**src/rtl/board_pkg.sv**
```systemverilog
// Shared constants, FSM state type and width helpers for the board cursor controller.
package board_pkg;

  localparam int unsigned CELL_EMPTY = 0;

  typedef enum logic [0:0] {
    ST_IDLE = 1'b0,
    ST_PEND = 1'b1
  } state_e;

  // Cell width: encodes empty plus one code per player.
  function automatic int unsigned cw_f(input int unsigned players);
    return $clog2(players + 1);
  endfunction

  function automatic int unsigned iw_f(input int unsigned cells);
    return (cells > 1) ? $clog2(cells) : 1;
  endfunction

  function automatic int unsigned pw_f(input int unsigned players);
    return (players > 1) ? $clog2(players) : 1;
  endfunction

endpackage

```
**src/rtl/btn_sync_edge.sv**
```systemverilog
// Two-flop synchroniser for a raw active-low button plus falling-edge press detector.
module btn_sync_edge (
  input  logic clk,
  input  logic rst,
  input  logic btn_n,
  output logic press
);

  logic s1_q, s2_q, prev_q;

  // Flops reset to the released level so reset itself never looks like a press edge.
  always_ff @(posedge clk) begin
    if (rst) begin
      s1_q   <= 1'b1;
      s2_q   <= 1'b1;
      prev_q <= 1'b1;
    end else begin
      s1_q   <= btn_n;
      s2_q   <= s1_q;
      prev_q <= s2_q;
    end
  end

  assign press = prev_q & ~s2_q;

endmodule

```
**src/rtl/board_cursor_ctrl.sv**
```systemverilog
// Grid-game board store with button-driven cursor and turn-checked mark commit
// reported to the game FSM over a valid/ack handshake.
module board_cursor_ctrl
  import board_pkg::*;
#(
  parameter int unsigned ROWS    = 3,
  parameter int unsigned COLS    = 3,
  parameter int unsigned PLAYERS = 2,
  localparam int unsigned CELLS  = ROWS * COLS,
  localparam int unsigned CW     = cw_f(PLAYERS),
  localparam int unsigned IW     = iw_f(CELLS),
  localparam int unsigned PW     = pw_f(PLAYERS)
) (
  input  logic                  clk,
  input  logic                  rst,
  input  logic                  btn_step_n,
  input  logic                  btn_row_n,
  input  logic [PLAYERS-1:0]    btn_mark_n,
  input  logic [PW-1:0]         turn_player,
  input  logic                  turn_en,
  input  logic                  board_clr,
  input  logic                  mark_ack,
  output logic [CELLS*CW-1:0]   board,
  output logic [IW-1:0]         cursor,
  output logic                  mark_valid,
  output logic [IW-1:0]         mark_idx,
  output logic [PW-1:0]         mark_player,
  output logic                  reject,
  output logic [IW:0]           filled,
  output logic                  board_full
);

  logic                step_press, row_press;
  logic [PLAYERS-1:0]  mark_press;

  btn_sync_edge u_step (
    .clk   (clk),
    .rst   (rst),
    .btn_n (btn_step_n),
    .press (step_press)
  );

  btn_sync_edge u_row (
    .clk   (clk),
    .rst   (rst),
    .btn_n (btn_row_n),
    .press (row_press)
  );

  for (genvar p = 0; p < PLAYERS; p++) begin : g_mark
    btn_sync_edge u_mark (
      .clk   (clk),
      .rst   (rst),
      .btn_n (btn_mark_n[p]),
      .press (mark_press[p])
    );
  end

  logic [CELLS*CW-1:0] board_q, board_d;
  logic [IW-1:0]       cursor_q, cursor_d;
  logic [IW-1:0]       mark_idx_q, mark_idx_d;
  logic [PW-1:0]       mark_player_q, mark_player_d;
  logic [IW:0]         filled_q, filled_d;
  logic                reject_q, reject_d;
  state_e              state_q, state_d;

  logic [31:0]         cur_int;
  logic [CW-1:0]       cell_cur;
  logic [PLAYERS-1:0]  mark_sel;

  always_comb begin
    board_d       = board_q;
    cursor_d      = cursor_q;
    mark_idx_d    = mark_idx_q;
    mark_player_d = mark_player_q;
    filled_d      = filled_q;
    reject_d      = 1'b0;
    state_d       = state_q;
    cur_int       = 32'(cursor_q);
    cell_cur      = board_q[cursor_q*CW +: CW];
    mark_sel      = PLAYERS'(1) << turn_player;

    if (board_clr) begin
      board_d  = '0;
      filled_d = '0;
      cursor_d = IW'(CELLS - 1);
      state_d  = ST_IDLE;
    end else begin
      // Row beats step when both land in the same cycle.
      if (row_press) begin
        if (cur_int < COLS) cursor_d = IW'(cur_int + CELLS - COLS);
        else                cursor_d = IW'(cur_int - COLS);
      end else if (step_press) begin
        cursor_d = (cursor_q == '0) ? IW'(CELLS - 1) : cursor_q - IW'(1);
      end

      unique case (state_q)
        ST_IDLE: begin
          if ((|mark_press) && turn_en) begin
            // Exact match against the one-hot turn bit also rules out multi-button presses.
            if ((mark_press == mark_sel) && (cell_cur == CW'(CELL_EMPTY))) begin
              board_d[cursor_q*CW +: CW] = CW'(turn_player) + CW'(1);
              filled_d      = filled_q + (IW+1)'(1);
              mark_idx_d    = cursor_q;
              mark_player_d = turn_player;
              state_d       = ST_PEND;
            end else begin
              reject_d = 1'b1;
            end
          end
        end
        ST_PEND: begin
          if (|mark_press) reject_d = 1'b1;
          if (mark_ack)    state_d  = ST_IDLE;
        end
        default: state_d = ST_IDLE;
      endcase
    end
  end

  always_ff @(posedge clk) begin
    if (rst) begin
      board_q       <= '0;
      cursor_q      <= IW'(CELLS - 1);
      mark_idx_q    <= '0;
      mark_player_q <= '0;
      filled_q      <= '0;
      reject_q      <= 1'b0;
      state_q       <= ST_IDLE;
    end else begin
      board_q       <= board_d;
      cursor_q      <= cursor_d;
      mark_idx_q    <= mark_idx_d;
      mark_player_q <= mark_player_d;
      filled_q      <= filled_d;
      reject_q      <= reject_d;
      state_q       <= state_d;
    end
  end

  assign board       = board_q;
  assign cursor      = cursor_q;
  assign mark_valid  = (state_q == ST_PEND);
  assign mark_idx    = mark_idx_q;
  assign mark_player = mark_player_q;
  assign reject      = reject_q;
  assign filled      = filled_q;
  assign board_full  = (filled_q == (IW+1)'(CELLS));

endmodule

```
**config.mk**
```make
export PLATFORM = sky130hd
export DESIGN_NAME = board_cursor_ctrl
export DESIGN_NICKNAME = d
export VERILOG_FILES = /design/src/rtl/board_pkg.sv /design/src/rtl/btn_sync_edge.sv /design/src/rtl/board_cursor_ctrl.sv
export SDC_FILE = /design/constraint.sdc
export NUM_CORES = 1
export LEC_CHECK = 0
export ABC_AREA = 0
export CORE_ASPECT_RATIO = 0.6
export CORE_MARGIN = 4
export CORE_UTILIZATION = 30
export CTS_BUF_LIST = sky130_fd_sc_hd__clkbuf_4 sky130_fd_sc_hd__clkbuf_8 sky130_fd_sc_hd__clkbuf_16
export DETAILED_ROUTE_END_ITERATION = 12
export DONT_BUFFER_PORTS = 1
export GPL_ROUTABILITY_DRIVEN = 0
export GPL_TIMING_DRIVEN = 0
export PLACE_DENSITY_LB_ADDON = 0.2
export SLEW_MARGIN = 40
export SYNTH_ARGS = -nofsm -noshare
export SYNTH_HDL_FRONTEND = slang
export SYNTH_SLANG_ARGS = --single-unit
```
**constraint.sdc**
```tcl
create_clock -name clk -period 3.6 [get_ports clk]
set_input_delay 0.54 -clock clk [delete_from_list [all_inputs] [get_ports clk]]
set_output_delay 0.54 -clock clk [all_outputs]
set_load 0.02 [all_outputs]
```
==> flow_summary.ini <==
[pwr]
pwr_density_cell_nw_per_um2 = 450.4
switching_share = 0.2166
combinationalPowerShare = 0.084
internal_power_mw = 0.9752
ir_worst_vdd_uv = 181.1
power.leakage_nw = 0.9846
power_frac_clock = 0.491
p_switching_mw = 0.2696
seqPwrFrac = 0.424

[critical_path]
startpoint_type = flop
crit_type = reg -> reg
cpLargestDelayFamily = simple AND/OR/NAND/NOR gates
crit_buf_inv = 1
arrival_ns = 3.43
cp.required_ns = 3.78
worstSetupEndpointType = flop
cpMostUsedCell = ha_1
slowest_stage = dfxtp_1
crit_chain = inv_1 -> ha_1 -> nor2b_1 -> ha_1 -> or4_4 -> or3_1 -> or4_1 -> o211a_1
cp_max_fo = 8
max_stage_delay_ns = 0.69

[final_layout]
n_antenna_cell = 0
final_cells = 385
fin_nets = 296
mostFrequentLayoutCells = 46 x dfxtp_1, 34 x nand2_1, 23 x mux2i_1, 22 x nor2_1, 14 x nand2b_1
nFillCells = 821
layout_commonest_cell = dfxtp_1
layout-drive-gt1-share = 0.1444
syn2layout_area_growth_pct = 14.04
regArea_um2 = 920.9
finish.instance_area_um2 = 2764
multi_input_area_um2 = 1384

[global_routing]
antenna_found_initial = 0
grt_first_pass_wirelength_mm = 10.38
grt_overflow = 0
grt_use_total = 0.1401
grt_max_degree = 15
grt_pass1_vias = 1895

[sta]
rsz0062_at_grt = no
max_slew.worst_pin.slew_ns = 0.8009
worst_slack_ns = 0.3472
post-route-min-period_ns = 3.253
setup_viol = 0
fmax_ghz = 0.3074
setup_tns_ns = 0
fin_crit_sh = 0.9035
fin_worst_skew_ns = 0.003055
relSlewSlack = 0.4612
slew_violations = 0
hold_viol = 0

[synth]
synth-seq-cells = 46
synthesis.nets = 289
yosys_most_used_dff = dfxtp_1
synth_edf_count = 0
yosys_warnings = 0
ys_seq_area_frac = 0.3800
yosysUniqueCellTypes = 48
syn_area_um2 = 2424
async_flop_share = 0
synthCells = 269
syn_area_per_cell_um2 = 9.010

[clock_tree]
cts_hold_buf = 0
cts_setup_buffers = 0
numCtsBuffers = 5
ctsLongestPathBuffers = 2
clock-root-buffer = clkbuf_16
cts_resized = 0
clock-sinks = 46
worstSkewPairLatency_ns = 0.29
cts_tree = built
h-tree-depth = 2
clk_pin_slew_ns = 0.06

[place]
hpwl_mm = 4.959
placed_area_um2 = 2565
dp_slack_ns = 0.3475
place_inst = 377
numPortBuffers = 0

[drt]
firstDrtPassIters = 4
wl_per_cell_um = 16.35
antenna_left = 0
avgViaCountPerCell = 5.018
wirelength_mm = 6.296
drcViolationCount = 0
dr.first_iter.drc_count = 108
vias = 1932

[die]
core_area_um2 = 7851
initial_utilization = 0.3087
dieHeight_um = 77.62
core.rowCount = 25
ios = 45
die_area_um2 = 9628
die_x_um = 124.0

[flow_run]
drv_cap = 0

[hold_path]
hp-class = in -> reg

[status]
status = completed
path summary, 6_finish.rpt:
path              cells past startpoint  slack (ns)    endpoint        from
setup / recovery                      8        0.35    board[8]   cursor[1]
setup reg to reg                      8        0.35    board[8]   cursor[1]
hold / removal                        1        0.35  u_row.s1_q   btn_row_n
hold reg to reg                       1        0.41  u_row.s2_q  u_row.s1_q
cell usage after synthesis, types with 2 or more instances:
| cell type | count | area share |
|---|---|---|
| mux2i_1 | 23 | 0.095 |
| a21oi_1 | 11 | 0.023 |
| a211oi_1 | 5 | 0.015 |
| mux4_2 | 2 | 0.019 |
| clkbuf_8 | 2 | 0.011 |
| dfxtp_1 | 46 | 0.38 |
| nand4_1 | 6 | 0.015 |
| o21ai_0 | 5 | 0.010 |
| nand2_1 | 34 | 0.053 |
| a221o_1 | 2 | 0.0083 |
| o31ai_1 | 3 | 0.0093 |
| nand2b_1 | 14 | 0.036 |
| clkbuf_1 | 9 | 0.014 |
| or3_1 | 4 | 0.010 |
| inv_1 | 7 | 0.011 |
| ha_1 | 10 | 0.052 |
| nand3_1 | 6 | 0.012 |
| nor4_1 | 4 | 0.010 |
| nor3_1 | 5 | 0.010 |
| or2_2 | 13 | 0.034 |
| or4_1 | 5 | 0.015 |
| buf_6 | 2 | 0.0093 |
| nor2b_1 | 5 | 0.013 |
| nor2_1 | 22 | 0.034 |
cell type report:
cell class / instances / area share
clock buffer: 6 / 0.05025
tap: 108 / 0.04889
sequential: 46 / 0.3332
multi-input combinational: 201 / 0.5007
clock inverter: 2 / 0.02173
inverter: 7 / 0.009507
buffer: 15 / 0.03576
flip-flops by register name (all words and copies together), names as in the netlist, 2 cells and up:
signal and flops:
cursor 4, filled 5, g_mark.u_mark.prev_q 2, mark_idx 4, g_mark.u_mark.s1_q 2, board 18
g_mark.u_mark.s2_q 2
cells by family (layout without fill, tap and decap cells):
logic type,after synthesis,in the layout,share of synthesized area
AND/OR/NAND/NOR,129,129,0.2901
flip-flops,46,46,0.3800
AO/OA/AOI/OAI,36,36,0.1095
multiplexers,25,25,0.1136
buffers and inverters,22,30,0.05163
adder cells (fa/ha/maj),10,10,0.05163
XOR/XNOR,1,1,0.003614
metal layers:
metal	vias to the layer above	global-route usage	share of wire
met5	-	0	0
met4	0	0.02623	0.0073
met3	7	0.05972	0.11
met2	64	0.1730	0.34
met1	899	0.2193	0.54
li1	962	-	-
stage by stage:
stage                       util  total power [mW]  hold WS, ns
after detailed placement  0.3267            0.6450       0.3980
final                     0.3520             1.245       0.3503
after floorplan                -            0.6189       0.3895
after global placement    0.3259            0.6441       0.3949
after global routing      0.3520             1.297       0.3424
after CTS                 0.3520             1.261       0.3441
worst reg2reg max path: stages, from the launching register on:
cell     delay [ns]
dfxtp_1        0.69
inv_1          0.32
ha_1           0.32
nor2b_1        0.16
ha_1           0.22
or4_4          0.52
or3_1          0.38
or4_1          0.41
o211a_1        0.13
power by group through the flow:
| stage | combinational, mW | clock, mW | sequential [mW] |
|---|---|---|---|
| 2_1_floorplan | 0.0816 | 0 | 0.537 |
| 3_3_place_gp | 0.104 | 0 | 0.540 |
| 3_5_place_dp | 0.105 | 0 | 0.540 |
| 4_1_cts | 0.105 | 0.628 | 0.529 |
| 5_1_grt | 0.118 | 0.649 | 0.529 |
| 6_report | 0.105 | 0.612 | 0.528 |
(Power assumes the default switching activity.)
